--- src/rtl/i2s_rx.sv ---
// I2S receiver: oversamples sclk/lrclk/sdata in clk_sys and emits DATA_W-bit left/right words.
// Latency: sclk pin rise to output register change is SYNC_STAGES+1 clk_sys cycles; no backpressure.
`timescale 1ns/1ps
module i2s_rx #(
    parameter int DATA_W      = 16,
    parameter int SYNC_STAGES = 2
) (
    input  logic              clk_sys,
    input  logic              reset,
    input  logic              sclk,
    input  logic              lrclk,
    input  logic              sdata,
    output logic [DATA_W-1:0] left_chan,
    output logic [DATA_W-1:0] right_chan,
    output logic              sample_valid,
    output logic              frame_err,
    output logic              locked
);

    localparam int CNT_W = $clog2(DATA_W + 1);

    typedef enum logic {IDLE, SHIFT} state_t;

    state_t                   state, state_nxt;
    logic [SYNC_STAGES-1:0]   sclk_sync, lr_sync, sd_sync;
    logic                     sclk_s, lr_s, sd_s;
    logic                     sclk_d, lr_last;
    logic [DATA_W-1:0]        shreg, shifted, word_nxt;
    logic [CNT_W-1:0]         bit_cnt;
    logic                     word_ch;
    logic                     bit_evt, boundary, can_shift, word_full;
    logic                     do_shift, do_commit, do_err, restart;

    assign sclk_s    = sclk_sync[SYNC_STAGES-1];
    assign lr_s      = lr_sync[SYNC_STAGES-1];
    assign sd_s      = sd_sync[SYNC_STAGES-1];
    assign bit_evt   = sclk_s & ~sclk_d;
    assign boundary  = bit_evt & (lr_s != lr_last);
    assign can_shift = (bit_cnt < CNT_W'(DATA_W));
    assign shifted   = {shreg[DATA_W-2:0], sd_s};
    // The closing boundary bit still belongs to the ending word, so a word
    // holding DATA_W-1 bits at the boundary is complete once that bit lands.
    assign word_full = (bit_cnt == CNT_W'(DATA_W)) || (bit_cnt == CNT_W'(DATA_W - 1));
    assign word_nxt  = can_shift ? shifted : shreg;

    always_comb begin
        state_nxt = state;
        do_shift  = 1'b0;
        do_commit = 1'b0;
        do_err    = 1'b0;
        restart   = 1'b0;
        case (state)
            IDLE: begin
                if (boundary) begin
                    restart   = 1'b1;
                    state_nxt = SHIFT;
                end
            end
            SHIFT: begin
                if (bit_evt && can_shift) begin
                    do_shift = 1'b1;
                end
                if (boundary) begin
                    restart   = 1'b1;
                    do_commit = word_full;
                    do_err    = ~word_full;
                end
            end
            default: state_nxt = IDLE;
        endcase
    end

    always_ff @(posedge clk_sys or posedge reset) begin
        if (reset) begin
            state <= IDLE;
        end else begin
            state <= state_nxt;
        end
    end

    always_ff @(posedge clk_sys or posedge reset) begin
        if (reset) begin
            sclk_sync    <= '0;
            lr_sync      <= '0;
            sd_sync      <= '0;
            sclk_d       <= 1'b0;
            lr_last      <= 1'b0;
            shreg        <= '0;
            bit_cnt      <= '0;
            word_ch      <= 1'b0;
            left_chan    <= '0;
            right_chan   <= '0;
            sample_valid <= 1'b0;
            frame_err    <= 1'b0;
            locked       <= 1'b0;
        end else begin
            sclk_sync    <= {sclk_sync[SYNC_STAGES-2:0], sclk};
            lr_sync      <= {lr_sync[SYNC_STAGES-2:0], lrclk};
            sd_sync      <= {sd_sync[SYNC_STAGES-2:0], sdata};
            sclk_d       <= sclk_s;
            sample_valid <= 1'b0;
            frame_err    <= 1'b0;
            if (bit_evt) begin
                lr_last <= lr_s;
            end
            if (do_shift) begin
                shreg   <= shifted;
                bit_cnt <= bit_cnt + CNT_W'(1);
            end
            if (restart) begin
                bit_cnt <= '0;
                word_ch <= lr_s;
                locked  <= 1'b1;
            end
            if (do_commit) begin
                if (word_ch) begin
                    right_chan   <= word_nxt;
                    sample_valid <= 1'b1;
                end else begin
                    left_chan <= word_nxt;
                end
            end
            if (do_err) begin
                frame_err <= 1'b1;
            end
        end
    end

endmodule

--- config.mk ---
export PLATFORM = sky130hd
export DESIGN_NAME = i2s_rx
export DESIGN_NICKNAME = d
export VERILOG_FILES = /design/src/rtl/i2s_rx.sv
export SDC_FILE = /design/constraint.sdc
export NUM_CORES = 1
export LEC_CHECK = 0
export CAP_MARGIN = 25
export CORE_ASPECT_RATIO = 1.5
export CORE_UTILIZATION = 23
export CTS_CLUSTER_SIZE = 14
export DETAILED_ROUTE_END_ITERATION = 16
export SLEW_MARGIN = 30
export SYNTH_ARGS = -nofsm -noshare
export SYNTH_HDL_FRONTEND = slang
export SYNTH_SLANG_ARGS = --single-unit
--- constraint.sdc ---
create_clock -name clk_sys -period 2.5 [get_ports clk_sys]
set_input_delay 0.625 -clock clk_sys [delete_from_list [all_inputs] [get_ports clk_sys]]
set_output_delay 0.625 -clock clk_sys [all_outputs]
set_load 0.05 [all_outputs]
==> results.yml, run 1 <==
clock_network:
  clkLatencyLatePin_ns: 0.33
  cts_resized: 0
  clkSlewWorstSetupHoldPaths_ns: 0.05
  holdBufCountCts: 0
  cts_tree: "done"
  cts_root_buf: "clkbuf_16"
  cts_made_buffers: 9
  cts_max_path_buffers: 2
  cts_setup_buffers: 0
  cts_sinks: 66
  htreeDepth: 3
final_layout:
  final_common_cell: "dfrtp_1"
  num_antenna_cells: 0
  area_growth_pct: 34.9
  fin_cells: 420
  layout_common_cells: "dfrtp_1, nand2_1, clkdlybuf4s50_1"
  post-route-util_pct: 32.2
  finalNetCount: 272
  drive_gt1_share_pct: 29.6
critical_path:
  cp-start-kind: "flip-flop"
  path_buf_inv: 1
  endpoint: "left_chan[7]"
  crit_arrival_ns: 1.51
  reg2reg_slack_ns: 0.49
  path_depth: 1
  startpoint: "left_chan[7]"
  ff2ff_path_depth: 5
  reg2reg_from: "bit_cnt[1]"
  cp_max_fo: 2
  timing.rr.end: "left_chan[1]"
  criticalPathCategory: "flip-flop to primary output"
  cp-end-kind: "primary output"
  path_cells: "clkdlybuf4s50_1"
  cp_top_family: "buffers and inverters"
  required_ns: 1.88
  slowest_delay_ns: 0.81
  slowest_stage: "clkdlybuf4s50_1"
floorplanning:
  die_w_um: 91.5
  start_util_pct: 23.9
  core_area_um2: 11600
  dieArea_um2: 12500
  row_count: 48
  die_h_um: 136
  io_pins: 40
route:
  drt_iter0_drc: 65
  final_antenna_net_count: 0
  wl_per_cell_um: 13.3
  via_per_inst: 4.17
  drtPass1Iterations: 4
  drt_wl_total_um: 5570
  drc: 0
  dr_total_vias: 1750
yosys:
  ys_seq_area_share_pct: 59.7
  yosys.cell_types.count: 29
  syn_nets: 221
  syn_avg_cell_area_um2: 12.9
  syn_area_um2: 2770
  synthCells: 214
  yosysWarningCount: 0
  ys_ff_latch: 66
global_route:
  grt_pass1_wl_um: 9400
  grt_max_degree: 31
  grt_pass1_vias: 1853
  antenna_found_initial: 0
  grt.total_usage_pct: 9.87
  grt_remaining_overflow: 0
sta:
  tns_ns: 0
  finalHoldViolCount: 0
  fin_skew_ns: 0.00646
  min_period_over_period_pct: 85.5
  final-setup-viol-count: 0
  slew_viol_final: 0
  period_needed_ns: 2.14
  max_freq_mhz: 468
  worstMarginPinSlew_ns: 0.762
  rsz0062_at_grt: "false"
  relSlewSlack_pct: 48.9
pwr:
  max-vdd-ir-drop_mv: 0.428
  p_per_area_nw_per_um2: 760
  p_leak_uw: 0.00175
outcome:
  status: "finished, final reports clean"
worst_hold_path:
  hp-class: "flip-flop to flip-flop"
place:
  post-dp-hpwl_um: 3910
  globalplace.congestion: 0.739
  port_buffers: 39
  dpl.cell_count: 404
job:
  maxCapViolations: 0
==> synthesized netlist by cell type <==
cell type	n	share of area, %
nand4bb_2	1	0.59
or2_2	2	0.45
nor3_1	1	0.18
nand2_1	56	7.6
buf_1	2	0.27
nor2b_1	1	0.23
dfrtp_1	66	60
a21oi_1	5	0.90
nand3b_1	1	0.27
inv_1	5	0.68
mux2_4	9	4.9
nand2b_1	1	0.23
mux2_2	38	15
buf_8	1	0.54
or3_1	2	0.45
mux2_1	1	0.41
o21ai_0	4	0.72
clkbuf_1	4	0.54
buf_6	1	0.41
xnor2_1	1	0.32
nand3_1	1	0.18
and3_1	1	0.23
nor4bb_1	1	0.36
a2111oi_4	2	2.0
ha_1	2	0.90
nand4bb_1	1	0.41
a31oi_1	1	0.23
nor2_1	2	0.27
nand4b_2	1	0.54
==> registers in the layout, indices dropped and copies added (netlist names) <==
register and count:
bit_cnt 5, frame_err 1, left_chan 16, locked 1, lr_last 1, lr_sync 2
right_chan 16, sample_valid 1, sclk_d 1, sclk_sync 2, sd_sync 2, shreg 16
state 1, word_ch 1
==> final cells by class <==
cell class                      count  area [um^2]
Clock buffer                       10          239
Clock inverter                      6         90.1
Multi-Input combinational cell    135         1060
Timing Repair Buffer               48          483
Fill cell                        1143         7860
Tap cell                          150          188
Inverter                            5         18.8
Sequential cell                    66         1650
==> per-stage QoR <==
step | area (um^2) | power [uW] | worst slack, ns | hold WS [ns]
final | 3730 | 2840 | 0.364 | 0.345
after floorplan | 2770 | 1420 | 0.220 | 0.331
after detailed placement | 3400 | 1510 | 0.499 | 0.335
after CTS | 3730 | 2880 | 0.325 | 0.346
after global placement | 3400 | 1500 | 0.557 | 0.333
after global routing | 3730 | 2970 | 0.312 | 0.366
==> logic make-up after synthesis <==
logic type / after synthesis / synth area share [%]
adder cells (fa/ha/maj): 2 / 0.905
AO/OA/AOI/OAI: 12 / 3.85
buffers and inverters: 13 / 2.44
XOR/XNOR: 1 / 0.317
flip-flops: 66 / 59.7
multiplexers: 48 / 20.8
AND/OR/NAND/NOR: 72 / 12.0
==> power breakdown <==
part / internal (uW) / total (uW) / switching, uW
clock: 900 / 1350 / 448
combinational: 112 / 251 / 139
sequential: 1150 / 1240 / 83.8
total: 2160 / 2840 / 670
==> routing by layer <==
layer | vias up | GRT usage (%) | wire length, um
li1 | 831 | - | -
met1 | 872 | 10.5 | 2260
met3 | 14 | 2.74 | 208
met5 | - | 0 | 0
met4 | 0 | 6.17 | 149
met2 | 33 | 17.1 | 2950
==> worst min path at each step <==
stage,startpoint,to,slack [ns],depth (start not counted)
2_1_floorplan,lr_sync[0],lr_sync[1],0.33,0
3_3_place_gp,sd_sync[0],sd_sync[1],0.33,0
3_5_place_dp,sd_sync[0],sd_sync[1],0.33,0
4_1_cts,sd_sync[0],sd_sync[1],0.35,0
5_1_grt,sd_sync[0],sd_sync[1],0.37,0
6_report,sd_sync[0],sd_sync[1],0.35,0
No activity file was read; power rests on OpenSTA's default activity.
==> run 2, diff against run 1 <==
- RECOVER_POWER: unset -> 100
==> run 2 against run 1 <==
Sequential share of layout area is 0.92 points higher; via count is 0.46% higher; die area is the same; critical path depth unchanged; critical path type unchanged; critical endpoint unchanged.
==> results.yml, run 2 (synthesis results as in run 1) <==
outcome:
  status: "finished, final reports clean"
job:
  maxCapViolations: 0
critical_path:
  crit_arrival_ns: 1.57
  cp_max_fo: 2
  cp-end-kind: "primary output"
  reg2reg_from: "bit_cnt[0]"
  required_ns: 1.88
  cp_top_family: "buffers and inverters"
  slowest_delay_ns: 0.88
  cp-start-kind: "flip-flop"
  path_buf_inv: 1
  slowest_stage: "dlygate4sd3_1"
  path_cells: "dlygate4sd3_1"
  criticalPathCategory: "flip-flop to primary output"
  startpoint: "left_chan[7]"
  ff2ff_path_depth: 6
  timing.rr.end: "right_chan[7]"
  reg2reg_slack_ns: 0.34
route:
  drt_wl_total_um: 5540
  drt_iter0_drc: 69
  via_per_inst: 4.19
  final_antenna_net_count: 0
  drc: 0
  dr_total_vias: 1758
  drtPass1Iterations: 4
  wl_per_cell_um: 13.2
global_route:
  grt_max_degree: 31
  grt_remaining_overflow: 0
  antenna_found_initial: 0
  grt.total_usage_pct: 9.87
  grt_pass1_vias: 1853
  grt_pass1_wl_um: 9400
floorplanning:
  io_pins: 40
  row_count: 48
  dieArea_um2: 12500
  die_w_um: 91.5
  start_util_pct: 23.9
  core_area_um2: 11600
  die_h_um: 136
clock_network:
  clkLatencyLatePin_ns: 0.33
  cts_resized: 0
  cts_tree: "done"
  cts_made_buffers: 9
  cts_setup_buffers: 0
  clkSlewWorstSetupHoldPaths_ns: 0.05
  cts_max_path_buffers: 2
  htreeDepth: 3
  cts_root_buf: "clkbuf_16"
  holdBufCountCts: 0
  cts_sinks: 66
place:
  placed_cell_area_um2: 3400
  post-dp-hpwl_um: 3910
  globalplace.congestion: 0.739
  port_buffers: 39
  dpl.cell_count: 404
sta:
  tns_ns: 0
  final-setup-viol-count: 0
  period_needed_ns: 2.20
  relSlewSlack_pct: 44.8
  finalHoldViolCount: 0
  min_period_over_period_pct: 87.9
  slew_viol_final: 0
  fin_skew_ns: 0.00580
  rsz0062_at_grt: "false"
  max_freq_mhz: 455
  worstMarginPinSlew_ns: 0.827
pwr:
  max-vdd-ir-drop_mv: 0.430
  p_leak_uw: 0.00185
  p_per_area_nw_per_um2: 771
worst_hold_path:
  hp-class: "flip-flop to flip-flop"
  holdPathEnd: "sd_sync[1]"
  hold_start: "sd_sync[0]"
  whs_path_depth: 0
final_layout:
  layout_common_cells: "dfrtp_1, nand2_1, dlygate4sd3_1"
  drive_gt1_share_pct: 25.2
  fin_cells: 420
  reg.largest.list: "left_chan (16), right_chan (16), shreg (16)"
  num_antenna_cells: 0
  finalNetCount: 272
  area_growth_pct: 32.2
  finalInstanceArea_um2: 3650
  final_common_cell: "dfrtp_1"
## run 2: worst register-to-register path: cells and delay by family, from the launching register on
kind / cells / cell delay [ns]
AO/OA/AOI/OAI: 1 / 0.35
adder cells (fa/ha/maj): 1 / 0.17
buffers and inverters: 2 / 0.52
flip-flops: 1 / 0.41
multiplexers: 1 / 0.39
AND/OR/NAND/NOR: 1 / 0.21
## run 2: final cells by class
class	count	area [um^2]
fill	1161	7940
sequential	66	1650
multi-input combinational	135	1030
timing repair buffer	48	437
clock buffer	10	239
tap	150	188
clock inverter	6	90.1
inverter	5	18.8
## run 2: worst max path at each step
stage / endpoint / slack (ns) / cells after the start
6_report: left_chan[7] / 0.30 / 1
5_1_grt: right_chan[7] / 0.20 / 5
4_1_cts: left_chan[7] / 0.32 / 1
3_5_place_dp: left_chan[4] / 0.50 / 5
3_3_place_gp: right_chan[15] / 0.56 / 5
2_1_floorplan: bit_cnt[0] / 0.22 / 1
## run 2: through the flow
stage	hold slack [ns]	util (%)	power, uW	setup slack (ns)
final	0.345	31.5	2820	0.302
after detailed placement	0.335	29.4	1510	0.499
after CTS	0.346	32.2	2880	0.325
after floorplan	0.331	-	1420	0.220
after global placement	0.333	29.4	1500	0.557
after global routing	0.366	31.5	2960	0.203
## run 2: routing by layer
layer  part of all wire [%]  vias to the layer above  track usage [%]
met5                      0                        -                0
met1                     39                      878             10.5
li1                       -                      833                -
met3                    3.6                       13             2.74
met4                    2.9                        0             6.17
met2                     54                       34             17.1
## run 2: power by group
part | leakage, uW | switching (uW) | internal, uW
clock | 0.000159 | 443 | 900
combinational | 0.000810 | 136 | 103
sequential | 0.000878 | 84.4 | 1150
total | 0.00185 | 664 | 2160
==> RTL edit, RTL diff (flow settings as in run 2) <==
Reset style: synchronous (`reset`), changed in 2 clocked blocks.
--- a/src/rtl/i2s_rx.sv
+++ b/src/rtl/i2s_rx.sv
@@ -71,5 +71,5 @@
     end
 
-    always_ff @(posedge clk_sys or posedge reset) begin
+    always_ff @(posedge clk_sys) begin
         if (reset) begin
             state <= IDLE;
@@ -79,5 +79,5 @@
     end
 
-    always_ff @(posedge clk_sys or posedge reset) begin
+    always_ff @(posedge clk_sys) begin
         if (reset) begin
             sclk_sync    <= '0;
Function: differs if reset is asserted again (counterexample within 4 cycles, from zero or initial values and one cycle with reset high); with reset held inactive, the same outputs for 10 cycles.
==> RTL edit against run 2 <==
- first-iteration DRC count decreased by 10%
- area after synthesis shrank 4.1%
- register-to-register slack improved by 0.11 ns
- clock skew down 0.0010 ns
- critical path depth stayed put
- routed wire length shrank 4.8%
- design area decreased by 4.8%
- utilization fell by 0.24 points
- sequential cell count unchanged
- worst setup slack better by 0.024 ns
- hold slack better by 0.087 ns
- critical path type unchanged
- highest routed layer unchanged
Power is not compared: it rests on default switching activity, and its combinational part moved more than twofold at a synthesized area within 25%.
==> RTL edit: results (changes against run 2) <==
[logic_synthesis]
synth_area_leaders = dfxtp_1 50%, nand2_1 12%, mux2i_1 12%, mux2_2 6.8%, a21oi_1 4.5%
synth_ff_type = dfxtp_1
synthTopCellsByCount = 86 x nand2_1, 66 x dfxtp_1, 32 x mux2i_1
ys_seq_area_share_pct = 49.8  ; -9.9 points
syn_inst = 282  ; +32%
async_reset_ff_share_pct = 0  ; -100 points

[die]
die_w_um = 89.7  ; -2.0%

[worst_setup_path]
reg2regPathDepth = 5  ; -1
r2r-start = bit_cnt[0]
r2r_slack_ns = 0.45  ; +0.11 ns
arrival_ns = 1.55  ; -0.02 ns
worstReg2RegEnd = left_chan[8]
cp-endpoint = right_chan[11]
crit_start = right_chan[11]

[drt]
wl_per_cell_um = 11.2  ; -15%
wl_met2_mm = 2.82  ; -6.0%
dr_wl_met3_um = 114  ; -42%
wl_met1_mm = 2.19  ; +0.32%
drt-initial-drc-count = 62  ; -10%
vias_per_cell = 4.25  ; +1.4%

[global_route]
grt_pass1_vias = 1946  ; +5.0%
grtUsageMet2_pct = 16.7  ; -0.42 points
grtUsageMet1_pct = 9.84  ; -0.70 points
grt_max_degree = 49  ; +58%
grt_util_all_layers_pct = 9.57  ; -0.30 points
grt_first_pass_wirelength_mm = 8.75  ; -7.0%
use_met3_pct = 2.23  ; -0.51 points

[cts]
cts_root_buf = clkbuf_16
cts_buffer_depth = 2  ; unchanged

[placement]
dp_hpwl_mm = 3.76  ; -3.9%
numPlacedInstances = 457  ; +13%
dpl_cell_area_um2 = 3200  ; -6.0%
port_buffers = 39  ; unchanged
place_congestion = 0.749  ; +1.4%
place_worst_setup_slack_ns = 0.509  ; +0.00988 ns

[final_layout]
nClkBuffers = 12  ; +2
finalNetCount = 328  ; +21%
multi_input_area_share_pct = 35.6  ; +7.4 points
buffer_area_share_pct = 12.3  ; +0.39 points
syn_to_final_growth_pct = 31.1
seq_share_pct = 38.0  ; -7.2 points
layout-drive-gt1-share_pct = 11.7  ; -13 points
seq_cell_count = 66  ; unchanged

[worst_hold_path]
hp-class = register to register

[timing]
fmax_ghz = 0.460  ; +1.1%
relSlewSlack_pct = 16.7  ; -28 points
fin_skew_ns = 0.00476  ; -0.00103 ns

[status]
outcome = completed

RTL edit: cell types whose count changed after synthesis, moves of 9 or more:
cell     delta
mux2_4      -9
mux2_2     -22
nand2_1    +30
mux2i_1    +32
dfxtp_1    +66
dfrtp_1    -66
a21oi_1    +19
RTL edit: how the worst min path moves through the flow:
stage                 start            to  slack [ns]  cells after the start
6_report         sd_sync[0]    sd_sync[1]        0.43                      1
5_1_grt        sclk_sync[0]  sclk_sync[1]        0.45                      1
4_1_cts          sd_sync[0]    sd_sync[1]        0.43                      1
3_5_place_dp     sd_sync[0]    sd_sync[1]        0.42                      1
3_3_place_gp     lr_sync[0]    lr_sync[1]        0.42                      1
2_1_floorplan    lr_sync[0]    lr_sync[1]        0.41                      1
RTL edit: kinds of logic after synthesis:
kind of cell             synth area share (%)
AND/OR/NAND/NOR                          18.9
flip-flops                               49.8
multiplexers                             18.9
AO/OA/AOI/OAI                            7.12
buffers and inverters                    3.73
XOR/XNOR                                0.660
adder cells (fa/ha/maj)                 0.943
